<file path="config.mk">
export PLATFORM = sky130hd
export DESIGN_NAME = br_mask_ctrl
export DESIGN_NICKNAME = d
export VERILOG_FILES = /design/src/rtl/br_mask_ctrl.sv
export SDC_FILE = /design/constraint.sdc
export NUM_CORES = 1
export LEC_CHECK = 0
export CORE_MARGIN = 5
export CORE_UTILIZATION = 40
export DETAILED_ROUTE_END_ITERATION = 7
export HOLD_SLACK_MARGIN = 0.1
export SLEW_MARGIN = 10
export SYNTH_ARGS = -nofsm -noshare
export SYNTH_HDL_FRONTEND = slang
export SYNTH_SLANG_ARGS = --single-unit
</file>
<file path="constraint.sdc">
create_clock -name clk -period 3.35 [get_ports clk]
set_clock_uncertainty 0.15 [all_clocks]
set_input_delay 0.335 -clock clk [delete_from_list [all_inputs] [get_ports clk]]
set_output_delay 0.335 -clock clk [all_outputs]
set_load 0.03 [all_outputs]
</file>
<file path="src/rtl/br_mask_ctrl.sv">
// br_mask_ctrl: branch-mask allocator/resolver; ports clk, rst, is_br_i, br_state_i, br_dep_mask_i -> br_mask_o, br_bit_o, full_o
module br_mask_ctrl #(
  parameter int BR_MASK_W = 5,
  parameter int BR_STATE_W = 2,
  parameter logic [BR_STATE_W-1:0] BR_PR_NONE = 2'b00,
  parameter logic [BR_STATE_W-1:0] BR_PR_CORRECT = 2'b01,
  parameter logic [BR_STATE_W-1:0] BR_PR_WRONG = 2'b10
) (
  input  logic                  clk,
  input  logic                  rst,
  input  logic                  is_br_i,
  input  logic [BR_STATE_W-1:0] br_state_i,
  input  logic [BR_MASK_W-1:0]  br_dep_mask_i,
  output logic [BR_MASK_W-1:0]  br_mask_o,
  output logic [BR_MASK_W-1:0]  br_bit_o,
  output logic                  full_o
);
  logic [BR_MASK_W-1:0] mask;
  logic [BR_MASK_W-1:0] dep [BR_MASK_W];
  logic [BR_MASK_W-1:0] match, free, alloc, dependents, clr;
  logic resolving, wrong;
  assign resolving = br_state_i == BR_PR_CORRECT || br_state_i == BR_PR_WRONG;
  always_comb begin
    match = '0;
    dependents = '0;
    for (int k = 0; k < BR_MASK_W; k++)
      match[k] = mask[k] && dep[k] == br_dep_mask_i;
    br_bit_o = resolving ? match & (~match + 1'b1) : '0;
    for (int j = 0; j < BR_MASK_W; j++)
      dependents[j] = |(dep[j] & br_bit_o);
  end
  // A real mispredict squashes its dependents and the branch dispatched alongside it.
  assign wrong = br_state_i == BR_PR_WRONG && |br_bit_o;
  assign clr = wrong ? br_bit_o | dependents : br_bit_o;
  assign free = ~mask;
  assign alloc = is_br_i && !full_o && !wrong ? free & (~free + 1'b1) : '0;
  assign full_o = &mask;
  assign br_mask_o = mask;
  always_ff @(posedge clk) begin
    if (rst) begin
      mask <= '0;
      for (int k = 0; k < BR_MASK_W; k++) dep[k] <= '0;
    end else begin
      mask <= (mask & ~clr) | alloc;
      for (int k = 0; k < BR_MASK_W; k++)
        if (alloc[k]) dep[k] <= mask;
    end
  end
endmodule

</file>
==> flow_summary.yaml, run 1 <==
status:
  run_status: "finished clean"
yosys:
  syn_area_mm2: 0.00183
  synth_edf_count: 25
  synth-seq-area-share_pct: 46.4
  ys_warn_count: 0
  synth_async_sr_flop_share_pct: 0
  ys_seq_elements: 30
  postSynthCellCount: 170
  synth_flop_cell: "edfxtp_1"
  syn_area_per_cell_um2: 10.8
  ys_types: 51
  syn_nets: 181
setup_path:
  cp_data_required_time_ps: 2860
  r2r_start: "dep[0][9]$_DFFE_PP_"
  ff2ff_path_depth: 6
  crit_slowest_cell: "clkdlybuf4s50_1"
  crit_path_end_kind: "primary output"
  max_stage_delay_ps: 600
  crit_path_frequent_cell: "clkdlybuf4s50_1"
  worstPathMaxFanout: 5
  path_cells: "clkdlybuf4s50_1, xor2_1, nor4_2, nand2_1, o211ai_1, nor2_1, clkdlybuf4s50_1"
  r2r_setup_slack_ps: 920
  cp.arrival_ps: 2660
  r2r-end: "dep[0][16]$_DFFE_PP_"
  critPathTopFamily: "buffers and inverters"
  worst_setup_path_start_kind: "primary input"
  criticalPathCategory: "primary input to primary output"
  critical_path_buf_inv_count: 2
routing:
  drt-vias-per-instance: 5.85
  drt.antenna.violating_nets: 0
  drc: 0
  drt_first_pass_iters: 4
  wl_per_cell_um: 20.2
  vias: 1480
  routed_wl_um: 5100
  drt_iter0_markers: 171
cts:
  ctsHoldBuffers: 0
  htree_levels: 2
  clock_path_buffers: 2
  numCtsBuffers: 5
  clkTransAtPathRegs_ps: 60
  root_buffer: "clkbuf_8"
  insertion_delay_ps: 280
  cts_tree: "yes"
  cts_num_sinks: 30
sta:
  max_freq_mhz: 318
  setup_viol: 0
  grt_setup_unrepaired: "no"
  finalCriticalPeriod_ps: 3150
  hold_violations: 0
  post-route-period-util_pct: 93.9
  maxSlewHeadroom_pct: 65.6
  finalSetupTns_ps: 0
  finalMaxSlewViolations: 0
  worstMarginPinSlew_ps: 514
  fin_ws_ps: 205
global_routing:
  grt-ovfl-total: 0
  grt_pass1_vias: 1509
  grt_max_degree: 14
  antenna_found_initial: 0
  gr-usage-all-layers_pct: 17.5
  grt_pass1_wl_um: 8110
layout:
  post-route-util_pct: 50.6
  area_growth_pct: 21.8
  antenna_cells: 0
  design_area_mm2: 0.00223
  nets: 211
  layout-drive-gt1-share_pct: 13.9
pwr:
  p_per_area_mw_per_mm2: 563
  power_mw: 1.26
  irDropWorstVdd_uv: 300
  power_leakage_nw: 0.837
placement:
  place_congestion: 0.967
  place_hpwl_um: 3990
  dpl_cell_area_mm2: 0.00211
  port_buffers: 20
  place_ws_ps: 106
die:
  num_rows: 24
  dieHeight_um: 77.7
  dieWidth_um: 77.7
  core_mm2: 0.00441
  die-area_mm2: 0.00604
  ios: 21
  initial_core_util_pct: 41.6
worst_hold_path:
  min_to: "br_mask_o[4]$_SDFF_PP0_"
  min_path_type: "flop to flop"
  hold_path_startpoint: "br_mask_o[4]$_SDFF_PP0_"
  hold_depth: 3
flow_run:
  cap_violations: 0
[how the worst max path moves through the flow]
| stage | startpoint | to | slack (ps) | cells after the start |
|---|---|---|---|---|
| 3_5_place_dp | br_dep_mask_i[3] | br_bit_o[2] | 110 | 6 |
| 3_3_place_gp | br_dep_mask_i[3] | br_bit_o[2] | 180 | 6 |
| 4_1_cts | br_dep_mask_i[3] | br_bit_o[2] | 110 | 6 |
| 2_1_floorplan | br_dep_mask_i[2] | br_mask_o[1]$_SDFF_PP0_ | 870 | 7 |
| 6_report | br_dep_mask_i[2] | br_bit_o[4] | 200 | 7 |
| 5_1_grt | br_dep_mask_i[0] | br_bit_o[3] | 90 | 6 |
[through the flow]
stage,hold slack [ps],instances
final,521,253
after global routing,538,253
after CTS,513,253
after detailed placement,505,245
after global placement,487,245
after floorplan,417,170
[cell type report]
| class | count | area [um2] |
|---|---|---|
| clock buffer | 7 | 86.3 |
| clock inverter | 1 | 30.0 |
| fill | 388 | 2180 |
| inverter | 12 | 45.0 |
| multi-input combinational | 121 | 880 |
| sequential | 30 | 851 |
| tap | 52 | 65.1 |
| timing repair buffer | 30 | 278 |
[worst reg2reg max path, cell delays in order (launching register included)]
cell	delay (ps)
edfxtp_1	430
xnor2_1	280
nand4_1	170
nor2_1	440
o41ai_4	170
and2_4	200
a41o_1	320
[flip-flops by register name, summed over array words and instances (netlist names)]
| name | flops |
|---|---|
| dep | 25 |
| br_mask_o | 5 |
[cells by family after synthesis]
| family | count (synthesis) | synth area share, % |
|---|---|---|
| XOR/XNOR | 25 | 12.3 |
| buffers and inverters | 19 | 5.93 |
| AO/OA/AOI/OAI | 35 | 15.7 |
| adder cells (fa/ha/maj) | 1 | 0.682 |
| AND/OR/NAND/NOR | 60 | 19.0 |
| flip-flops | 30 | 46.4 |
[what timing repair did]
action,4_1_cts,5_1_grt
endpoints found under the setup margin,0,2
buffers inserted,0,0
resized for setup,0,2
[routing by layer]
layer  up-vias  GRT usage [%]  routed length [um]
li1        691              -                   -
met4         0           6.87                 101
met1       721           23.0                2260
met2        60           27.8                2470
met5         -              0                   0
met3         8           4.05                 268
[report_power, final]
part,internal [mW],switching (mW),total (mW)
Sequential,0.476,0.0725,0.548
Clock,0.242,0.138,0.380
Combinational,0.130,0.198,0.329
Total,0.849,0.409,1.26
[cell usage after synthesis (all sizes together), types with 3 or more instances]
master,number,area [um2]
edfxtp,25,751
nor2,15,56.3
xnor2,15,131
inv,12,45.0
xor2,10,95.1
nand2,8,30.0
buf,6,60.1
nand3,6,30.0
o21ai,6,30.0
and2,5,33.8
dfxtp,5,100
nor3,5,30.0
and4,4,37.5
a31o,3,26.3
nand2b,3,18.8
nand3b,3,22.5
nand4,3,18.8
nor4,3,37.5
o211ai,3,22.5
o31ai,3,27.5
[cells in the final DEF, fill, tap and decap left out, drive strengths merged, types with 3 or more instances in the layout]
master and count:
nor3 5, nor4 3, a31o 3, nand3 6
and4 4, and2 5, nor2 15, o31ai 3
o211ai 3, clkdlybuf4s50 19, xor2 10, xnor2 15
inv 12, buf 10, nand4 3, nand2b 3
o21ai 6, nand3b 3, clkbuf 7, nand2 8
dfxtp 5, edfxtp 25
Power figures use the tool's default switching activity.
==> run 2: changes to the inputs <==
--- a/config.mk
+++ b/config.mk
@@ -5,10 +5,12 @@
 export SDC_FILE = /design/constraint.sdc
 export NUM_CORES = 1
 export LEC_CHECK = 0
+export CAP_MARGIN = 20
 export CORE_MARGIN = 5
 export CORE_UTILIZATION = 40
+export CTS_CLUSTER_SIZE = 40
 export DETAILED_ROUTE_END_ITERATION = 7
-export HOLD_SLACK_MARGIN = 0.1
+export HOLD_SLACK_MARGIN = 0.15
 export SLEW_MARGIN = 10
 export SYNTH_ARGS = -nofsm -noshare
 export SYNTH_HDL_FRONTEND = slang
==> results of run 2 <==
Same layout as run 1: the final DEF is identical, and so are final timing and power.
==> run 3: changes to the inputs <==
==> constraint.sdc (replaced) <==
create_clock -name clk -period 3.13 [get_ports clk]
set_clock_uncertainty 0.15 [all_clocks]
set_input_delay 0.313 -clock clk [delete_from_list [all_inputs] [get_ports clk]]
set_output_delay 0.313 -clock clk [all_outputs]
set_load 0.03 [all_outputs]
==> run 3 against run 2 <==
Effect of this change:
- clock power decreased by 15%
- critical path depth did not move
- final area rose by 0.39%
- sequential power up 6.8%
- die area stayed put
- non-clock buffer count up 4
- global-route usage shrank 0.54 points
- utilization increased by 0.20 points
- sequential cell count did not move
- largest power group unchanged
==> flow_summary.yaml, run 3 (same netlist as run 1, synthesis figures left out) <==
routing:
  drt.antenna.violating_nets: 0
  drc: 0
  wl_per_cell_um: 19.3
  routed_wl_um: 4970
  drt_iter0_markers: 171
  drt_first_pass_iters: 5
  vias: 1527
  drt-vias-per-instance: 5.94
layout:
  nets: 215
  layout_commonest_cell: "edfxtp_1"
  antenna_cells: 0
  area_growth_pct: 22.3
  largest_reg_flops: 25
  largest-register: "dep"
  mostFrequentLayoutCells: "edfxtp_1, buf_4, xnor2_1, nor2_1, clkdlybuf4s50_1"
  design_area_mm2: 0.00224
  instances_no_fill: 257
  layout-drive-gt1-share_pct: 16.1
die:
  dieHeight_um: 77.7
  initial_core_util_pct: 41.6
  num_rows: 24
  ios: 21
  die-area_mm2: 0.00604
  core_mm2: 0.00441
  dieWidth_um: 77.7
cts:
  clock_path_buffers: 2
  cts_setup_buffers: 0
  insertion_delay_ps: 290
  root_buffer: "clkbuf_8"
  clkTransAtPathRegs_ps: 60
  cts_tree: "yes"
  htree_levels: 2
  cts_num_sinks: 30
  numCtsBuffers: 5
global_routing:
  grt_pass1_wl_um: 7890
  grt_max_degree: 14
  grt-ovfl-total: 0
  grt_pass1_vias: 1518
  grt_use_met3_pct: 4.86
  use_met2_pct: 24.7
  antenna_found_initial: 0
  grt-busiest-layer: "met2"
  gr-usage-all-layers_pct: 17.0
  grtUsageMet1_pct: 22.2
setup_path:
  r2r_start: "dep[0][4]$_DFFE_PP_"
  max_stage_delay_ps: 690
  path_cells: "clkdlybuf4s50_1, xor2_1, nor4_4, and2_1, buf_4, nor4_2, buf_4"
  r2r_setup_slack_ps: 660
  r2r-end: "dep[0][11]$_DFFE_PP_"
  crit_path_frequent_cell: "buf_4"
  crit_slowest_cell: "clkdlybuf4s50_1"
  cp.arrival_ps: 2420
  worst_setup_path_start_kind: "primary input"
  crit_path_end_kind: "primary output"
  worstPathMaxFanout: 5
  criticalPathCategory: "primary input to primary output"
  ff2ff_path_depth: 7
  cp_data_required_time_ps: 2670
placement:
  numPlacedInstances: 249
  place_hpwl_um: 3860
  port_buffers: 20
  dpl_cell_area_mm2: 0.00214
  place_congestion: 0.909
flow_run:
  cap_violations: 0
worst_hold_path:
  hold_path_startpoint: "dep[0][3]$_DFFE_PP_"
  min_path_type: "flop to flop"
  hold_depth: 2
  min_to: "br_mask_o[0]$_SDFF_PP0_"
sta:
  finalMaxSlewViolations: 0
  hold_violations: 0
  grt_setup_unrepaired: "no"
  post-route-period-util_pct: 92.2
  finalSetupTns_ps: 0
  max_freq_mhz: 346
  finalCriticalPeriod_ps: 2890
  worstMarginPinSlew_ps: 479
  maxSlewHeadroom_pct: 68.0
  setup_viol: 0
pwr:
  power_mw: 1.26
  power_leakage_nw: 0.889
  irDropWorstVdd_uv: 329
  p_per_area_mw_per_mm2: 563
status:
  run_status: "finished clean"
==> run 3: area by class of cell <==
cell class / count / area [um2]
inverters: 12 / 45.0
multi-input cells: 121 / 883
clock buffers: 7 / 86.3
well taps: 52 / 65.1
clock inverters: 1 / 5.00
flip-flops and latches: 30 / 851
fillers: 391 / 2170
repair buffers: 34 / 308
==> run 3: worst max-delay path by stage <==
stage	start	end	slack (ps)	cells after the start
finish	br_dep_mask_i[4]	br_bit_o[2]	240	7
CTS	br_dep_mask_i[4]	br_bit_o[4]	90	7
global placement	br_dep_mask_i[4]	br_bit_o[4]	80	7
global route	br_dep_mask_i[4]	br_bit_o[2]	190	7
floorplan	br_dep_mask_i[2]	br_mask_o[1]$_SDFF_PP0_	670	7
detailed placement	br_dep_mask_i[4]	br_bit_o[4]	90	7
==> run 3: per-stage QoR <==
stage | setup slack, ps | hold slack [ps] | util, %
floorplan | 669 | 395 | -
global placement | 83.3 | 507 | 48.4
detailed placement | 88.3 | 502 | 48.4
CTS | 87.9 | 510 | 50.5
global route | 187 | 530 | 50.8
finish | 243 | 510 | 50.8
==> run 3: power by group <==
| group | switching (mW) | internal (mW) | leakage, nW |
|---|---|---|---|
| combinational | 0.212 | 0.144 | 0.539 |
| clock | 0.146 | 0.177 | 0.0482 |
| sequential | 0.0756 | 0.509 | 0.303 |
| total | 0.434 | 0.830 | 0.889 |
==> run 3: worst max-delay path: cells and delay by family <==
kind,cells,cell delay (ps)
XOR/XNOR,1,300
buffers and inverters,3,1110
AND/OR/NAND/NOR,3,700
==> run 3: what timing repair did <==
item,CTS,global route
endpoints found under the setup margin,0,3
hold buffers,0,0
resized for setup,0,4
==> run 3: routing by layer <==
metal,part of all wire [%],wire (um)
met5,0,0
met4,4.1,206
met3,6.4,319
met2,45,2220
met1,45,2220
